--- src/rtl/bcrypt_pkg.sv ---
// bcrypt_pkg: shared encodings and defaults for the bcrypt key-schedule control path
package bcrypt_pkg;
    localparam logic [1:0] OP_INIT = 2'd0;
    localparam logic [1:0] OP_KEY  = 2'd1;
    localparam logic [1:0] OP_SALT = 2'd2;
    localparam int unsigned DEF_MIN_COST = 4;
    localparam int unsigned DEF_MAX_COST = 31;
    typedef enum logic [2:0] {S_IDLE, S_CHECK, S_INIT, S_KEY, S_SALT, S_FIN} eks_state_t;
endpackage

--- src/rtl/eks_iter_counter.sv ---
// eks_iter_counter: loop counter with a power-of-two limit and a terminal-count flag
module eks_iter_counter #(
    parameter int W    = 32,
    parameter int SH_W = 8
)(
    input  logic            clk,
    input  logic            rst,
    input  logic            i_load,
    input  logic [SH_W-1:0] i_shift,
    input  logic            i_inc,
    output logic [W-1:0]    o_cnt,
    output logic            o_last
);
    logic [W-1:0] r_lim;
    // o_last flags that the pending increment reaches the limit
    assign o_last = (o_cnt + W'(1)) == r_lim;
    // load clears the count and captures 1<<shift; increments otherwise
    always_ff @(posedge clk) begin
        if (!rst) begin
            o_cnt <= '0;
            r_lim <= '0;
        end else if (i_load) begin
            o_cnt <= '0;
            r_lim <= W'(1) << i_shift;
        end else if (i_inc) begin
            o_cnt <= o_cnt + W'(1);
        end
    end
endmodule

--- src/rtl/eks_setup_ctrl.sv ---
// eks_setup_ctrl: sequences INIT then 2^cost KEY/SALT ExpandKey ops on an external engine
module eks_setup_ctrl
    import bcrypt_pkg::*;
#(
    parameter int unsigned SALT_W   = 128,
    parameter int unsigned KEY_W    = 576,
    parameter int unsigned COST_W   = 8,
    parameter int unsigned MIN_COST = DEF_MIN_COST,
    parameter int unsigned MAX_COST = DEF_MAX_COST
)(
    input  logic                clk,
    input  logic                rst,
    input  logic                i_start,
    input  logic [SALT_W-1:0]   i_salt,
    input  logic [COST_W-1:0]   i_cost,
    input  logic [KEY_W-1:0]    i_key,
    output logic                o_busy,
    output logic                o_done,
    output logic                o_err,
    output logic                o_exp_req,
    output logic [1:0]          o_exp_op,
    output logic [SALT_W-1:0]   o_exp_salt,
    output logic [KEY_W-1:0]    o_exp_key,
    input  logic                i_exp_ack,
    output logic [MAX_COST:0]   o_iter_cnt
);
    eks_state_t        r_state;
    logic [COST_W-1:0] r_cost;
    logic              w_load;
    logic              w_inc;
    logic              w_last;
    logic              w_cost_ok;

    assign w_load    = (r_state == S_IDLE) && i_start;
    assign w_inc     = (r_state == S_SALT) && i_exp_ack;
    assign w_cost_ok = (32'(r_cost) >= MIN_COST) && (32'(r_cost) <= MAX_COST);

    eks_iter_counter #(.W(MAX_COST + 1), .SH_W(COST_W)) u_cnt (
        .clk     (clk),
        .rst     (rst),
        .i_load  (w_load),
        .i_shift (i_cost),
        .i_inc   (w_inc),
        .o_cnt   (o_iter_cnt),
        .o_last  (w_last)
    );

    // control FSM; every output is registered so exp_op steps the cycle after an ack
    always_ff @(posedge clk) begin
        if (!rst) begin
            r_state    <= S_IDLE;
            r_cost     <= '0;
            o_busy     <= 1'b0;
            o_done     <= 1'b0;
            o_err      <= 1'b0;
            o_exp_req  <= 1'b0;
            o_exp_op   <= OP_INIT;
            o_exp_salt <= '0;
            o_exp_key  <= '0;
        end else begin
            o_done <= 1'b0;
            o_err  <= 1'b0;
            case (r_state)
                S_IDLE: if (i_start) begin
                    r_state    <= S_CHECK;
                    o_busy     <= 1'b1;
                    o_exp_salt <= i_salt;
                    o_exp_key  <= i_key;
                    r_cost     <= i_cost;
                end
                S_CHECK: if (w_cost_ok) begin
                    r_state   <= S_INIT;
                    o_exp_req <= 1'b1;
                    o_exp_op  <= OP_INIT;
                end else begin
                    r_state <= S_IDLE;
                    o_busy  <= 1'b0;
                    o_err   <= 1'b1;
                end
                S_INIT: if (i_exp_ack) begin
                    r_state  <= S_KEY;
                    o_exp_op <= OP_KEY;
                end
                S_KEY: if (i_exp_ack) begin
                    r_state  <= S_SALT;
                    o_exp_op <= OP_SALT;
                end
                S_SALT: if (i_exp_ack) begin
                    if (w_last) begin
                        r_state   <= S_FIN;
                        o_exp_req <= 1'b0;
                        o_exp_op  <= OP_INIT;
                        o_busy    <= 1'b0;
                        o_done    <= 1'b1;
                    end else begin
                        r_state  <= S_KEY;
                        o_exp_op <= OP_KEY;
                    end
                end
                S_FIN: r_state <= S_IDLE;
                default: r_state <= S_IDLE;
            endcase
        end
    end
endmodule

--- config.mk ---
export PLATFORM = sky130hd
export DESIGN_NAME = eks_setup_ctrl
export DESIGN_NICKNAME = d
export VERILOG_FILES = /design/src/rtl/bcrypt_pkg.sv /design/src/rtl/eks_iter_counter.sv /design/src/rtl/eks_setup_ctrl.sv
export SDC_FILE = /design/constraint.sdc
export NUM_CORES = 1
export LEC_CHECK = 0
export BUFFER_PORTS_ARGS = -buffer_cell sky130_fd_sc_hd__buf_4
export CORE_AREA = 2 2 574 576
export CTS_CLUSTER_SIZE = 12
export DETAILED_ROUTE_END_ITERATION = 6
export DIE_AREA = 0 0 576 578
export PLACE_DENSITY_LB_ADDON = 0.25
export SLEW_MARGIN = 0
export SYNTH_ARGS = -nofsm -noshare
export SYNTH_HDL_FRONTEND = slang
export SYNTH_SLANG_ARGS = --single-unit
--- constraint.sdc ---
create_clock -name clk -period 4.2 [get_ports clk]
set_input_delay 0.21 -clock clk [delete_from_list [all_inputs] [get_ports clk]]
set_output_delay 0.21 -clock clk [all_outputs]
set_load 0.005 [all_outputs]
# [Yosys cells after proc, flatten, opt, wreduce, memory -nomap -nowiden]
# Index checks and enable logic that the tools add are counted.
[totals] word_cells=65 out_inout_bits=742 in_bits=716 register_bits=785
[classes] n_reduce_logical=15 n_bitwise=1 eq_ne=12 order_cmp=2 shifts=1 add_sub_neg=1 muxes=22
[op_table] op="32-bit by 1-bit adder with 32-bit output (second input constant)" count=1
[op_table] op="32-bit == test" count=1
[op_table] op="1-bit by 8-bit left shift with 32-bit output (first input constant)" count=1
[op_table] op="3-bit 2-to-1 mux" count=5
[op_table] op="3-bit case mux with 5 select lines" count=1
[op_table] op="2-bit != test (second input constant)" count=6
[op_table] op="2-bit 2-to-1 mux" count=5
[op_table] op="5-bit AND reduction" count=2
[op_table] op="8-bit by 3-bit greater-or-equal comparator with 1-bit output (second input constant)" count=1
[op_table] op="8-bit by 5-bit less-or-equal comparator with 1-bit output (second input constant)" count=1
[op_table] op="1-bit 2-to-1 mux" count=8
[op_table] op="2-bit case mux with 4 select lines" count=1
[op_table] op="4-bit AND reduction" count=2
[op_table] op="3-bit by 2-bit == test with 1-bit output (second input constant)" count=2
[op_table] op="2-bit AND reduction" count=2
[op_table] op="4-bit nonzero test" count=1
[op_table] op="3-bit by 1-bit == test with 1-bit output (second input constant)" count=1
[op_table] op="3-bit == test (second input constant)" count=1
[op_table] op="1-bit logical AND" count=3
[op_table] op="3-bit logical NOT" count=1
[op_table] op="1-bit case mux with 3 select lines" count=1
[op_table] op="3-bit AND reduction" count=1
[op_table] op="3-bit nonzero test" count=1
[op_table] op="2-bit by 1-bit != test with 1-bit output (second input constant)" count=1
[op_table] op="4 further kinds" count=4

# [Logic depth before layout (Yosys ltp)]
[logic_depth] ltp_word=5 ltp_mapped=11

# [Modules after synthesis]
# Synthesis repeated with hierarchy kept, for this count alone.
[hier_totals] hier_cells=3580 hier_area_um2=28391.0
[by_module_without_submodules] module="eks_setup_ctrl" area_each_um2=24786.3 cells_per_inst=3144 n_inst=1
[by_module_without_submodules] module="eks_iter_counter" area_each_um2=3604.7 cells_per_inst=436 n_inst=1

# [Worst setup path after synthesis]
# Ideal clock, no wire load.
[synth_timing] path_kind="register to register" startpoint="register u_cnt.o_cnt[0]" endpoint="register o_busy" arrival_ps=2556 path_stages_with_launch=10 path_slack_ps=1505 t_required_ps=4061 synth_period_minus_slack_ps=2695 setup_time_ps=139 path_cell_list="dfxtp_1 > ha_1 > nand4_2 > nor3_2 > nand2_1 > or4b_1 > a31o_2 > a22o_1 > nor4_4 > a211oi_1"
[synth_between] elab_chain_cells=4
[synth_rtl] item="start: declaration" line_no="eks_iter_counter.sv:11" text="output logic [W-1:0] o_cnt,"
[synth_rtl] item="start signal: assignment" line_no="eks_iter_counter.sv:26" text="o_cnt <= o_cnt + W'(1);"
[synth_rtl] item="32-bit by 1-bit adder with 32-bit output" line_no="eks_iter_counter.sv:16" text="assign o_last = (o_cnt + W'(1)) == r_lim;"
[synth_rtl] item="32-bit == test" line_no="eks_iter_counter.sv:16"
[synth_rtl] item="2-bit by 1-bit != test with 1-bit output (no source line)"
[synth_rtl] item="5-bit AND reduction (no source line)"
[synth_rtl] item="end signal: assignment" line_no="eks_setup_ctrl.sv:53" text="o_busy <= 1'b0;"
[synth_rtl] item="end signal: assignment" line_no="eks_setup_ctrl.sv:66" text="o_busy <= 1'b1;"
[synth_rtl] item="end signal: assignment" line_no="eks_setup_ctrl.sv:77" text="o_busy <= 1'b0;"
[synth_rtl] item="end: declaration" line_no="eks_setup_ctrl.sv:17" text="output logic o_busy,"
# Every way passes these cells.
# A chain may end at the register's enable or synchronous reset.

# [Final worst setup path]
# Same ends and word-level chain as after synthesis.

==> results_dict.tcl <==
set metrics [dict create \
    rows 210 \
    cts_tree "built" \
    regToRegEndpoint "o_busy$_SDFFE_PN0P_" \
    endpoint_kind "flop" \
    finalCritPeriodShare_pct 77.7 \
    synth_cell_types 64 \
    finalNetCount 6427 \
    grt_overflow_total 0 \
    vias_per_cell 3.36 \
    critPathLaunch "u_cnt.o_cnt[0]$_SDFFE_PP0P_" \
    synth_cells 3620 \
    cts_resized 0 \
    skew_ns 0.0654 \
    cts.path.max_buffers 4 \
    grt_pass1_wl_um 310000 \
    rrSetupSlack_ns 0.94 \
    crit_arrival_ns 3.96 \
    die-area_um2 333000 \
    max_cap_violations 0 \
    grt_max_degree 152 \
    outcome "complete, no violations" \
    drtPass1Iterations 5 \
    async_flop_share_pct 0 \
    wl_per_cell_um 23.2 \
    hpwl_um 196000 \
    drt-total-wl_um 236000 \
    seq_area_frac_synth_pct 55.6 \
    power_density_nw_per_um2 398 \
    portBuffers 1457 \
    globalplace.congestion 0.938 \
    critPathLaunchType "flop" \
    holdPathStages 4 \
    fin_setup_tns_ns 0 \
    drt_iter0_markers 1891 \
    clkSinkCount 783 \
    reg2reg_depth 9 \
    area_growth_syn_to_layout_pct 96.2 \
    vias 34200 \
    max_clock_freq_mhz 306 \
    grt_setup_unrepaired "false" \
    final_common_cell "buf_4" \
    layout_common_cells "buf_4 (1497), nand2_1 (1495), dfxtp_1 (783), dlygate4sd3_1 (736), a21oi_1 (729)" \
    multiInputGateArea_um2 11500 \
    start_util_pct 8.65 \
    drc 0 \
    setup_viol 0 \
    cts_setup_buffers 0 \
    synth_seq_cells 783 \
    io_pins 1458 \
    die_h_um 578 \
    slew_headroom_pct 35.4 \
    antenna_found_initial 115 \
    vdd_drop_max_v 0.000356 \
    clk_pin_slew_ns 0.06 \
    seq_area_um2 15700 \
    synthFlopType "dfxtp_1" \
    critical_path_class "flop to flop" \
    track_usage_pct 13.5 \
    synth_edf_count 0 \
    fp.dieW_um 576 \
    nFillCells 37300 \
    rr_startpoint "u_cnt.o_cnt[0]$_SDFFE_PP0P_" \
    worstHoldStart "i_key[405]" \
    first_global_vias 34600 \
    syn_area_um2 28200 \
    h-tree-depth 3 \
    holdPathEnd "o_exp_key[405]$_SDFFE_PN0P_" \
    final-hold-violation-count 0 \
    power.total_w 0.0220 \
    tightestPinTransition_ns 0.968 \
    cts-root-buf "clkbuf_16" \
    syn_avg_cell_area_um2 7.79 \
    cts_made_buffers 112 \
    hold_slack_ns 0.143 \
    hp-class "input pin to flop" \
    worstPathMaxFanout 8 \
    synth_nets 4337 \
    maxSlewViolCount 0 \
    period_needed_ns 3.26 \
    required_ns 4.89 \
    yosysWarningCount 0 \
    p_leak_nw 22.7 \
    drive_gt1_share_pct 29.4 \
    coreArea_um2 326000 \
    clock_latency_ns 0.84 \
    ant_nets 0 \
]
worst max-delay path, stage by stage (launching register included):
cell and delay, ns:
dfxtp_1 0.50, ha_1 0.36, nand4_2 0.23, nor3_2 0.36
nand2_1 0.17, or4b_1 0.51, a31o_2 0.24, a22o_1 0.21
nor4_4 0.39, a211oi_1 0.13
what timing repair did:
item | in CTS | in global routing
hold buffers | 736 | 0
endpoints found under the setup margin | 0 | 0
endpoints found under the hold margin | 782 | 0
final cells by class:
cell class,instances,area share (%)
Inverter,7,0.0610
Clock inverter,47,1.10
Clock buffer,153,5.70
Timing Repair Buffer,2246,34.1
Antenna cell,35,0.158
Sequential cell,783,28.3
Tap cell,4346,9.82
Multi-Input combinational cell,2560,20.8
kinds of logic after synthesis:
logic type / Yosys count / synth area share (%)
AND/OR/NAND/NOR: 1680 / 23.8
AO/OA/AOI/OAI: 816 / 14.9
flip-flops: 783 / 55.6
buffers and inverters: 277 / 3.78
XOR/XNOR: 57 / 1.77
multiplexers: 6 / 0.222
adder cells (fa/ha/maj): 1 / 0.0443
how the worst max path moves through the flow:
stage / end / slack (ns) / depth (start not counted)
6_report: o_busy$_SDFFE_PN0P_ / 0.94 / 9
5_1_grt: o_busy$_SDFFE_PN0P_ / 0.70 / 9
3_3_place_gp: o_busy$_SDFFE_PN0P_ / 0.97 / 9
2_1_floorplan: o_busy$_SDFFE_PN0P_ / 1.50 / 9
4_1_cts: o_busy$_SDFFE_PN0P_ / 0.93 / 9
3_5_place_dp: o_busy$_SDFFE_PN0P_ / 0.94 / 9
cells in the mapped netlist, drive strengths merged (3+ instances only):
library cell / n / area share (%)
dfxtp: 783 / 56
xor2: 24 / 0.74
nand4: 17 / 0.40
nand3b: 3 / 0.080
o21ai: 50 / 0.89
buf: 13 / 0.26
nand2: 1496 / 20
clkbuf: 257 / 3.4
inv: 7 / 0.093
a21oi: 729 / 13
nor4b: 4 / 0.12
a31oi: 6 / 0.13
o31ai: 3 / 0.080
a211oi: 4 / 0.11
nor2: 51 / 0.68
and4: 7 / 0.22
or3: 19 / 0.42
mux2i: 4 / 0.14
nor2b: 11 / 0.24
xnor2: 33 / 1.0
nor4: 10 / 0.38
nand3: 26 / 0.46
nor3: 16 / 0.30
nor3b: 4 / 0.11
nand2b: 3 / 0.067
where the power goes:
group          switching (W)  internal [W]
registers           0.000324       0.00790
clock network        0.00408       0.00582
logic                0.00211       0.00178
state kept, by name, indices dropped and copies added, names as in the netlist:
| register | flops |
|---|---|
| o_exp_key | 576 |
| o_done | 1 |
| u_cnt.r_lim | 32 |
| o_exp_salt | 128 |
| r_state | 3 |
| o_busy | 1 |
| o_err | 1 |
| r_cost | 6 |
| o_exp_op | 2 |
| u_cnt.o_cnt | 32 |
| o_exp_req | 1 |
metrics by stage:
stage               util, %  setup WS, ns  area [um^2]  std cells
global placement       13.5         0.973        44100       9206
floorplan                 -          1.50        28200       3620
CTS                    16.9         0.925        55300      10100
detailed placement     13.5         0.942        44100       9206
finish                 17.0         0.935        55400      10200
global route           17.0         0.701        55300      10200
routing by layer:
layer  wire [um]  share of wire, %  global-route usage (%)  vias up
met5         196             0.083                       0        -
met4        7400               3.1                    4.02       32
met3       22700               9.6                    5.10      334
met2      103000                43                    21.1     1440
met1      103000                44                    17.3    16400
li1            -                 -                       -    16000
Power figures use the tool's default switching activity.
